### src/rtl/control_sequencer_if.sv
// -----------------------------------------------------------------------------
// control_sequencer_if
//   Bundles the sequencer's program-memory, datapath-control and status
//   signals. Signal names follow the datapath's existing control-port names.
//
//   master : the sequencer (drives ROM address, datapath controls, status)
//   slave  : program ROM + datapath + host (drive start, instrData, dpHalt)
//
//   start             host -> seq   begin execution from address 0
//   instrData[23:0]   ROM  -> seq   ROM read data, one cycle after instrAddr
//   dpHalt            dp   -> seq   registered zero-test result of register A
//   instrAddr, pc     seq  -> ROM   program counter / ROM address
//   writeEnable ... haltCondition   seq -> dp   one-cycle control pulses
//   running, halted, illegal        seq -> host status
// -----------------------------------------------------------------------------
interface control_sequencer_if #(
    parameter int PC_WIDTH = 8
);
    logic                start;
    logic [23:0]         instrData;
    logic                dpHalt;
    logic [PC_WIDTH-1:0] instrAddr;
    logic [PC_WIDTH-1:0] pc;
    logic                writeEnable;
    logic                writeSourceSelect;
    logic                muxASelect;
    logic                muxBSelect;
    logic [7:0]          extInputData;
    logic [3:0]          destAddress;
    logic [3:0]          aAddress;
    logic [3:0]          bAddress;
    logic [3:0]          aluOpCode;
    logic                haltCondition;
    logic                running;
    logic                halted;
    logic                illegal;

    modport master (
        input  start, instrData, dpHalt,
        output instrAddr, pc, writeEnable, writeSourceSelect, muxASelect,
               muxBSelect, extInputData, destAddress, aAddress, bAddress,
               aluOpCode, haltCondition, running, halted, illegal
    );

    modport slave (
        output start, instrData, dpHalt,
        input  instrAddr, pc, writeEnable, writeSourceSelect, muxASelect,
               muxBSelect, extInputData, destAddress, aAddress, bAddress,
               aluOpCode, haltCondition, running, halted, illegal
    );
endinterface

### src/rtl/control_sequencer.sv
// -----------------------------------------------------------------------------
// control_sequencer
//   Fetches 24-bit instructions from a synchronous program ROM and turns each
//   one into a single EXECUTE cycle of datapath control pulses. Also runs the
//   conditional-halt handshake with the datapath's registered halt flag.
//
//   Instruction word: [23:20] class, [19:16] aluOp, [15:12] dest,
//                     [11:8] A, [7:4] B, [7:0] imm8
//
//   Ports:
//     clk  : system clock, rising edge
//     rst  : asynchronous reset, active high
//     bus  : control_sequencer_if.master (ROM, datapath controls, status)
//
//   Per-instruction timeline: FETCH (address out) -> DECODE (ROM data valid,
//   latched into IR) -> EXECUTE (controls asserted). HALTZ adds a CHECK cycle
//   in which the datapath's freshly registered zero flag is sampled.
// -----------------------------------------------------------------------------
module control_sequencer #(
    parameter int PC_WIDTH = 8
) (
    input  logic               clk,
    input  logic               rst,
    control_sequencer_if.master bus
);

    typedef enum logic [2:0] {
        ST_IDLE,
        ST_FETCH,
        ST_DECODE,
        ST_EXECUTE,
        ST_CHECK,
        ST_HALTED
    } state_t;

    localparam logic [3:0] CL_NOP    = 4'd0;
    localparam logic [3:0] CL_ALU_RR = 4'd1;
    localparam logic [3:0] CL_ALU_RI = 4'd2;
    localparam logic [3:0] CL_ALU_IR = 4'd3;
    localparam logic [3:0] CL_LOADI  = 4'd4;
    localparam logic [3:0] CL_HALTZ  = 4'd5;
    localparam logic [3:0] CL_JMP    = 4'd6;
    localparam logic [3:0] CL_HALT   = 4'd7;

    localparam logic [PC_WIDTH-1:0] PC_ZERO = '0;
    localparam logic [PC_WIDTH-1:0] PC_ONE  = {{(PC_WIDTH-1){1'b0}}, 1'b1};

    state_t              state_reg;
    logic [PC_WIDTH-1:0] pc_reg;
    logic [23:0]         ir_reg;
    logic                running_reg;
    logic                halted_reg;

    // Registered strobes and field enables. They are loaded on the edge that
    // enters EXECUTE and cleared on the edge that leaves it, so every control
    // output is zero outside EXECUTE without any combinational state decode.
    logic we_reg;
    logic wss_reg;
    logic mux_a_reg;
    logic mux_b_reg;
    logic imm_en_reg;
    logic dest_en_reg;
    logic a_en_reg;
    logic b_en_reg;
    logic op_en_reg;
    logic haltc_reg;
    logic illegal_reg;

    logic [3:0]          fetched_class;
    logic [3:0]          ir_class;
    logic [PC_WIDTH-1:0] jump_target;

    assign fetched_class = bus.instrData[23:20];
    assign ir_class      = ir_reg[23:20];

    // JMP target: imm8 zero-extended or truncated to the PC width.
    generate
        if (PC_WIDTH > 8) begin : g_jmp_ext
            assign jump_target = {{(PC_WIDTH-8){1'b0}}, ir_reg[7:0]};
        end else if (PC_WIDTH == 8) begin : g_jmp_eq
            assign jump_target = ir_reg[7:0];
        end else begin : g_jmp_trunc
            assign jump_target = ir_reg[PC_WIDTH-1:0];
        end
    endgenerate

    always_ff @(posedge clk or posedge rst) begin
        if (rst) begin
            state_reg   <= ST_IDLE;
            pc_reg      <= PC_ZERO;
            ir_reg      <= 24'h000000;
            running_reg <= 1'b0;
            halted_reg  <= 1'b0;
            we_reg      <= 1'b0;
            wss_reg     <= 1'b0;
            mux_a_reg   <= 1'b0;
            mux_b_reg   <= 1'b0;
            imm_en_reg  <= 1'b0;
            dest_en_reg <= 1'b0;
            a_en_reg    <= 1'b0;
            b_en_reg    <= 1'b0;
            op_en_reg   <= 1'b0;
            haltc_reg   <= 1'b0;
            illegal_reg <= 1'b0;
        end else begin
            // Pulses default low; only the DECODE branch raises them.
            we_reg      <= 1'b0;
            wss_reg     <= 1'b0;
            mux_a_reg   <= 1'b0;
            mux_b_reg   <= 1'b0;
            imm_en_reg  <= 1'b0;
            dest_en_reg <= 1'b0;
            a_en_reg    <= 1'b0;
            b_en_reg    <= 1'b0;
            op_en_reg   <= 1'b0;
            haltc_reg   <= 1'b0;
            illegal_reg <= 1'b0;

            case (state_reg)
                ST_IDLE, ST_HALTED: begin
                    if (bus.start) begin
                        state_reg   <= ST_FETCH;
                        pc_reg      <= PC_ZERO;
                        running_reg <= 1'b1;
                        halted_reg  <= 1'b0;
                    end
                end

                ST_FETCH: begin
                    // instrAddr is pc; the ROM registers its data on this edge.
                    state_reg <= ST_DECODE;
                end

                ST_DECODE: begin
                    ir_reg    <= bus.instrData;
                    state_reg <= ST_EXECUTE;
                    // Only the class selects which enables fire; the field
                    // values themselves are taken from IR during EXECUTE.
                    case (fetched_class)
                        CL_ALU_RR: begin
                            we_reg      <= 1'b1;
                            op_en_reg   <= 1'b1;
                            dest_en_reg <= 1'b1;
                            a_en_reg    <= 1'b1;
                            b_en_reg    <= 1'b1;
                        end
                        CL_ALU_RI: begin
                            we_reg      <= 1'b1;
                            mux_b_reg   <= 1'b1;
                            imm_en_reg  <= 1'b1;
                            op_en_reg   <= 1'b1;
                            dest_en_reg <= 1'b1;
                            a_en_reg    <= 1'b1;
                        end
                        CL_ALU_IR: begin
                            we_reg      <= 1'b1;
                            mux_a_reg   <= 1'b1;
                            imm_en_reg  <= 1'b1;
                            op_en_reg   <= 1'b1;
                            dest_en_reg <= 1'b1;
                            b_en_reg    <= 1'b1;
                        end
                        CL_LOADI: begin
                            we_reg      <= 1'b1;
                            wss_reg     <= 1'b1;
                            imm_en_reg  <= 1'b1;
                            dest_en_reg <= 1'b1;
                        end
                        CL_HALTZ: begin
                            haltc_reg <= 1'b1;
                            a_en_reg  <= 1'b1;
                        end
                        CL_NOP, CL_JMP, CL_HALT: begin
                        end
                        default: begin
                            illegal_reg <= 1'b1;
                        end
                    endcase
                end

                ST_EXECUTE: begin
                    case (ir_class)
                        CL_HALT: begin
                            state_reg   <= ST_HALTED;
                            running_reg <= 1'b0;
                            halted_reg  <= 1'b1;
                        end
                        CL_HALTZ: begin
                            state_reg <= ST_CHECK;
                            pc_reg    <= pc_reg + PC_ONE;
                        end
                        CL_JMP: begin
                            state_reg <= ST_FETCH;
                            pc_reg    <= jump_target;
                        end
                        default: begin
                            state_reg <= ST_FETCH;
                            pc_reg    <= pc_reg + PC_ONE;
                        end
                    endcase
                end

                ST_CHECK: begin
                    // The datapath registered its zero flag on the EXECUTE edge.
                    if (bus.dpHalt) begin
                        state_reg   <= ST_HALTED;
                        running_reg <= 1'b0;
                        halted_reg  <= 1'b1;
                    end else begin
                        state_reg <= ST_FETCH;
                    end
                end

                default: begin
                    state_reg   <= ST_IDLE;
                    running_reg <= 1'b0;
                    halted_reg  <= 1'b0;
                end
            endcase
        end
    end

    assign bus.instrAddr         = pc_reg;
    assign bus.pc                = pc_reg;
    assign bus.writeEnable       = we_reg;
    assign bus.writeSourceSelect = wss_reg;
    assign bus.muxASelect        = mux_a_reg;
    assign bus.muxBSelect        = mux_b_reg;
    assign bus.extInputData      = imm_en_reg  ? ir_reg[7:0]   : 8'h00;
    assign bus.destAddress       = dest_en_reg ? ir_reg[15:12] : 4'h0;
    assign bus.aAddress          = a_en_reg    ? ir_reg[11:8]  : 4'h0;
    assign bus.bAddress          = b_en_reg    ? ir_reg[7:4]   : 4'h0;
    assign bus.aluOpCode         = op_en_reg   ? ir_reg[19:16] : 4'h0;
    assign bus.haltCondition     = haltc_reg;
    assign bus.running           = running_reg;
    assign bus.halted            = halted_reg;
    assign bus.illegal           = illegal_reg;

endmodule

### src/flat_wrapper.sv
// flat-port wrapper written by rule: the top's interface ports become plain ports
module control_sequencer_flat 
#(
    parameter int PC_WIDTH = 8
)
  (clk, rst, bus_start, bus_instrData, bus_dpHalt, bus_instrAddr, bus_pc, bus_writeEnable, bus_writeSourceSelect, bus_muxASelect, bus_muxBSelect, bus_extInputData, bus_destAddress, bus_aAddress, bus_bAddress, bus_aluOpCode, bus_haltCondition, bus_running, bus_halted, bus_illegal);
  control_sequencer_if #(.PC_WIDTH(PC_WIDTH)) bus_i ();
  input  logic clk;
  input  logic rst;
  input wire logic [$bits(bus_i.start)-1:0] bus_start;
  input wire logic [$bits(bus_i.instrData)-1:0] bus_instrData;
  input wire logic [$bits(bus_i.dpHalt)-1:0] bus_dpHalt;
  output wire logic [$bits(bus_i.instrAddr)-1:0] bus_instrAddr;
  output wire logic [$bits(bus_i.pc)-1:0] bus_pc;
  output wire logic [$bits(bus_i.writeEnable)-1:0] bus_writeEnable;
  output wire logic [$bits(bus_i.writeSourceSelect)-1:0] bus_writeSourceSelect;
  output wire logic [$bits(bus_i.muxASelect)-1:0] bus_muxASelect;
  output wire logic [$bits(bus_i.muxBSelect)-1:0] bus_muxBSelect;
  output wire logic [$bits(bus_i.extInputData)-1:0] bus_extInputData;
  output wire logic [$bits(bus_i.destAddress)-1:0] bus_destAddress;
  output wire logic [$bits(bus_i.aAddress)-1:0] bus_aAddress;
  output wire logic [$bits(bus_i.bAddress)-1:0] bus_bAddress;
  output wire logic [$bits(bus_i.aluOpCode)-1:0] bus_aluOpCode;
  output wire logic [$bits(bus_i.haltCondition)-1:0] bus_haltCondition;
  output wire logic [$bits(bus_i.running)-1:0] bus_running;
  output wire logic [$bits(bus_i.halted)-1:0] bus_halted;
  output wire logic [$bits(bus_i.illegal)-1:0] bus_illegal;
  assign bus_i.start = bus_start;
  assign bus_i.instrData = bus_instrData;
  assign bus_i.dpHalt = bus_dpHalt;
  assign bus_instrAddr = bus_i.instrAddr;
  assign bus_pc = bus_i.pc;
  assign bus_writeEnable = bus_i.writeEnable;
  assign bus_writeSourceSelect = bus_i.writeSourceSelect;
  assign bus_muxASelect = bus_i.muxASelect;
  assign bus_muxBSelect = bus_i.muxBSelect;
  assign bus_extInputData = bus_i.extInputData;
  assign bus_destAddress = bus_i.destAddress;
  assign bus_aAddress = bus_i.aAddress;
  assign bus_bAddress = bus_i.bAddress;
  assign bus_aluOpCode = bus_i.aluOpCode;
  assign bus_haltCondition = bus_i.haltCondition;
  assign bus_running = bus_i.running;
  assign bus_halted = bus_i.halted;
  assign bus_illegal = bus_i.illegal;
  control_sequencer #(.PC_WIDTH(PC_WIDTH)) u_core (.clk(clk), .rst(rst), .bus(bus_i));
endmodule
### config.mk
export PLATFORM = sky130hd
export DESIGN_NAME = control_sequencer_flat
export DESIGN_NICKNAME = d
export VERILOG_FILES = /design/src/rtl/control_sequencer_if.sv /design/src/rtl/control_sequencer.sv /design/src/flat_wrapper.sv
export SDC_FILE = /design/constraint.sdc
export NUM_CORES = 1
export LEC_CHECK = 0
export BUFFER_PORTS_ARGS = -buffer_cell sky130_fd_sc_hd__buf_4
export CORE_AREA = 2 2 81 83
export CTS_CLUSTER_DIAMETER = 50
export DETAILED_ROUTE_END_ITERATION = 8
export DIE_AREA = 0 0 83 85
export GPL_TIMING_DRIVEN = 0
export PLACE_DENSITY = 0.63
export SYNTH_ARGS = -nofsm -noshare
export SYNTH_HDL_FRONTEND = slang
export SYNTH_SLANG_ARGS = --single-unit
### constraint.sdc
create_clock -name clk -period 2.6 [get_ports clk]
set_input_delay 0.13 -clock clk [delete_from_list [all_inputs] [get_ports clk]]
set_output_delay 0.13 -clock clk [all_outputs]
set_load 0.005 [all_outputs]
==> results.cfg <==
[clocking]
clock-sinks = 47
ctsHoldBuffers = 2
htreeDepth = 2
numCtsBuffers = 5
cts_tree = done
clk_latency_ns = 0.30
cts_resized = 0
clock-root-buffer = clkbuf_8
cts_setup_buffers = 0
clk_path_buf_depth = 2
clkTransAtPathRegs_ns = 0.10

[setup_path]
crit_start = u_core.state_reg[0]
cp-end-kind = register
crit_fanout = 10
r2r-start = u_core.state_reg[0]
rr_worst_depth = 4
start_kind = register
crit_type = register to register
arrival_ns = 1.94
critical_path_required_ns = 2.80
regToRegSetupSlack_ns = 0.86

[die]
die-width_um = 83
die_area_um2 = 7055
ios = 76
initial_utilization = 0.3835
die_y_um = 85
rows = 29
coreArea_um2 = 6205

[timing]
tightest_slew_ns = 0.5840
fin_crit_ns = 1.740
finClkSkew_ns = 0.005000
setup_viol = 0
max_freq_mhz = 574.7
fin_crit_sh = 0.6692
slew_headroom = 0.6089
grt_setup_unrepaired = no
finalHoldViolations = 0
finalSetupTns_ns = 0
slew_violations = 0

[run]
cap_violations = 0

[final_layout]
regArea_um2 = 1176
diodes = 0
fill_cells = 602
largest_reg_flops = 24
area_growth_pct = 33.12
drive_above_1_share = 0.4396
multi_input_area_um2 = 1027
fin_nets = 326

[detailed_routing]
antenna_left = 0
via_per_inst = 4.952
drt_iter0_drc = 84
wirelength_um = 5103
drc = 0
wire_per_inst_um = 13.61
vias = 1857
firstDrtPassIters = 4

[yosys]
yosysWarnings = 0
synth-seq-area-share = 0.4942
postSynthAreaPerCell_um2 = 11.17
ys_seq_elements = 47
synth-edff-count = 0
synth_ff_type = dfrtp_1
synth_cell_types = 49
async_flop_share = 1.000
syn-num-nets = 242
syn-cell-area_um2 = 2380
synth_cells = 213

[place]
gp_congestion = 0.7932
portBuffers = 74
place.detailed.hpwl_um = 3767

[power_and_ir_drop]
power-per-cell-area_nw_per_um2 = 982.4
vdd_drop_max_v = 0.0004959
p_leak_uw = 0.001507
totalPowerFinal_uw = 3112

[global_routing]
grt_max_degree = 33
grt_pass1_wl_um = 8604
grt.total_usage = 0.1490
antenna_found_initial = 0
grt_pass1_vias = 1769
grt_overflow = 0

[min_path]
hold_path_startpoint = bus_instrData[21]
hold_class = primary input to register
hold_depth = 2

[status]
status = complete, no violations
[power breakdown]
group / total (uW) / switching, uW / internal (uW)
Clock: 476 / 276 / 200
Combinational: 1390 / 584 / 804
Sequential: 1250 / 230 / 1020
[path summary, 6_finish.rpt]
| kind | to |
|---|---|
| hold reg to reg | u_core.ir_reg[8] |
| max in group asynchronous | u_core.state_reg[0] |
| min in group asynchronous | u_core.ir_reg[9] |
| hold / removal | u_core.bus.writeSourceSelect |
| setup reg to reg | u_core.ir_reg[5] |
| setup / recovery | u_core.ir_reg[5] |
[layout make-up]
cell class | instances | share of cell area
clock inverter | 3 | 0.008689
timing repair buffer | 77 | 0.1880
clock buffer | 5 | 0.02172
inverter | 10 | 0.01185
tap | 77 | 0.03041
multi-input combinational | 138 | 0.3243
buffer | 18 | 0.04384
sequential | 47 | 0.3712
[Yosys cell counts, types with 2 or more instances]
cell,n,area share
buf_6,5,0.024
a22oi_1,6,0.019
nand3_1,4,0.0084
inv_1,10,0.016
mux2_2,23,0.11
nand2b_1,5,0.013
buf_4,8,0.025
nand3b_1,4,0.013
nand2_1,6,0.0095
and2_1,27,0.071
nor2_1,9,0.014
dfrtp_1,47,0.49
mux2i_1,2,0.0084
clkbuf_1,2,0.0032
buf_2,2,0.0042
nor3_1,6,0.013
a21oi_1,6,0.013
o31a_1,3,0.011
o22ai_1,8,0.021
[critical path, cell delays in order (launching register included)]
cell and delay (ns):
dfrtp_1 0.38, buf_6 0.14, nor3b_4 0.53, buf_6 0.24, mux2_2 0.34
[metal layers]
| metal | wire [um] | part of all wire | up-vias | track usage |
|---|---|---|---|---|
| li1 | - | - | 912 | - |
| met1 | 2332 | 0.46 | 884 | 0.1998 |
| met2 | 2398 | 0.47 | 57 | 0.2390 |
| met3 | 327 | 0.064 | 4 | 0.04475 |
| met4 | 44 | 0.0086 | 0 | 0.03577 |
| met5 | 0 | 0 | - | 0 |
[cell usage in the layout, fill, tap and decap left out, types with 2 or more instances in the layout]
| master | Yosys | final |
|---|---|---|
| buf_4 | 8 | 82 |
| dfrtp_1 | 47 | 47 |
| and2_1 | 27 | 27 |
| mux2_2 | 23 | 23 |
| inv_1 | 10 | 9 |
| nor2_1 | 9 | 9 |
| o22ai_1 | 8 | 8 |
| nor3_1 | 6 | 6 |
| a21oi_1 | 6 | 6 |
| a22oi_1 | 6 | 6 |
| nand2_1 | 6 | 6 |
| buf_6 | 5 | 5 |
| nand2b_1 | 5 | 5 |
| clkbuf_8 | 0 | 5 |
| nand3_1 | 4 | 4 |
| nand3b_1 | 4 | 4 |
| o31a_1 | 3 | 3 |
| buf_2 | 2 | 2 |
| clkbuf_1 | 2 | 2 |
| mux2i_1 | 2 | 2 |
| dlygate4sd3_1 | 0 | 2 |
[metrics by stage]
step                      utilization  hold slack (ns)  std cells  setup WS, ns  area (um^2)
after floorplan                     -           0.2008        213         1.054         2380
after global placement         0.4886           0.3400        364        0.6468         3032
after detailed placement       0.4918           0.1358        365        0.8255         3052
after CTS                      0.5106        0.0005600        375        0.8362         3168
after global routing           0.5106          0.01025        375        0.7656         3168
final                          0.5106          0.01902        375        0.8600         3168
[logic make-up after synthesis]
logic type	after synthesis	share of synthesized area
AOI/OAI and AO/OA	36	0.1088
xor gates and xnor gates	2	0.007362
adders and majority gates	1	0.005257
buffers and inverters	28	0.07413
DFF	47	0.4942
muxes	25	0.1172
and+or+nand+nor	74	0.1930
No activity file was read; power rests on OpenSTA's default activity.
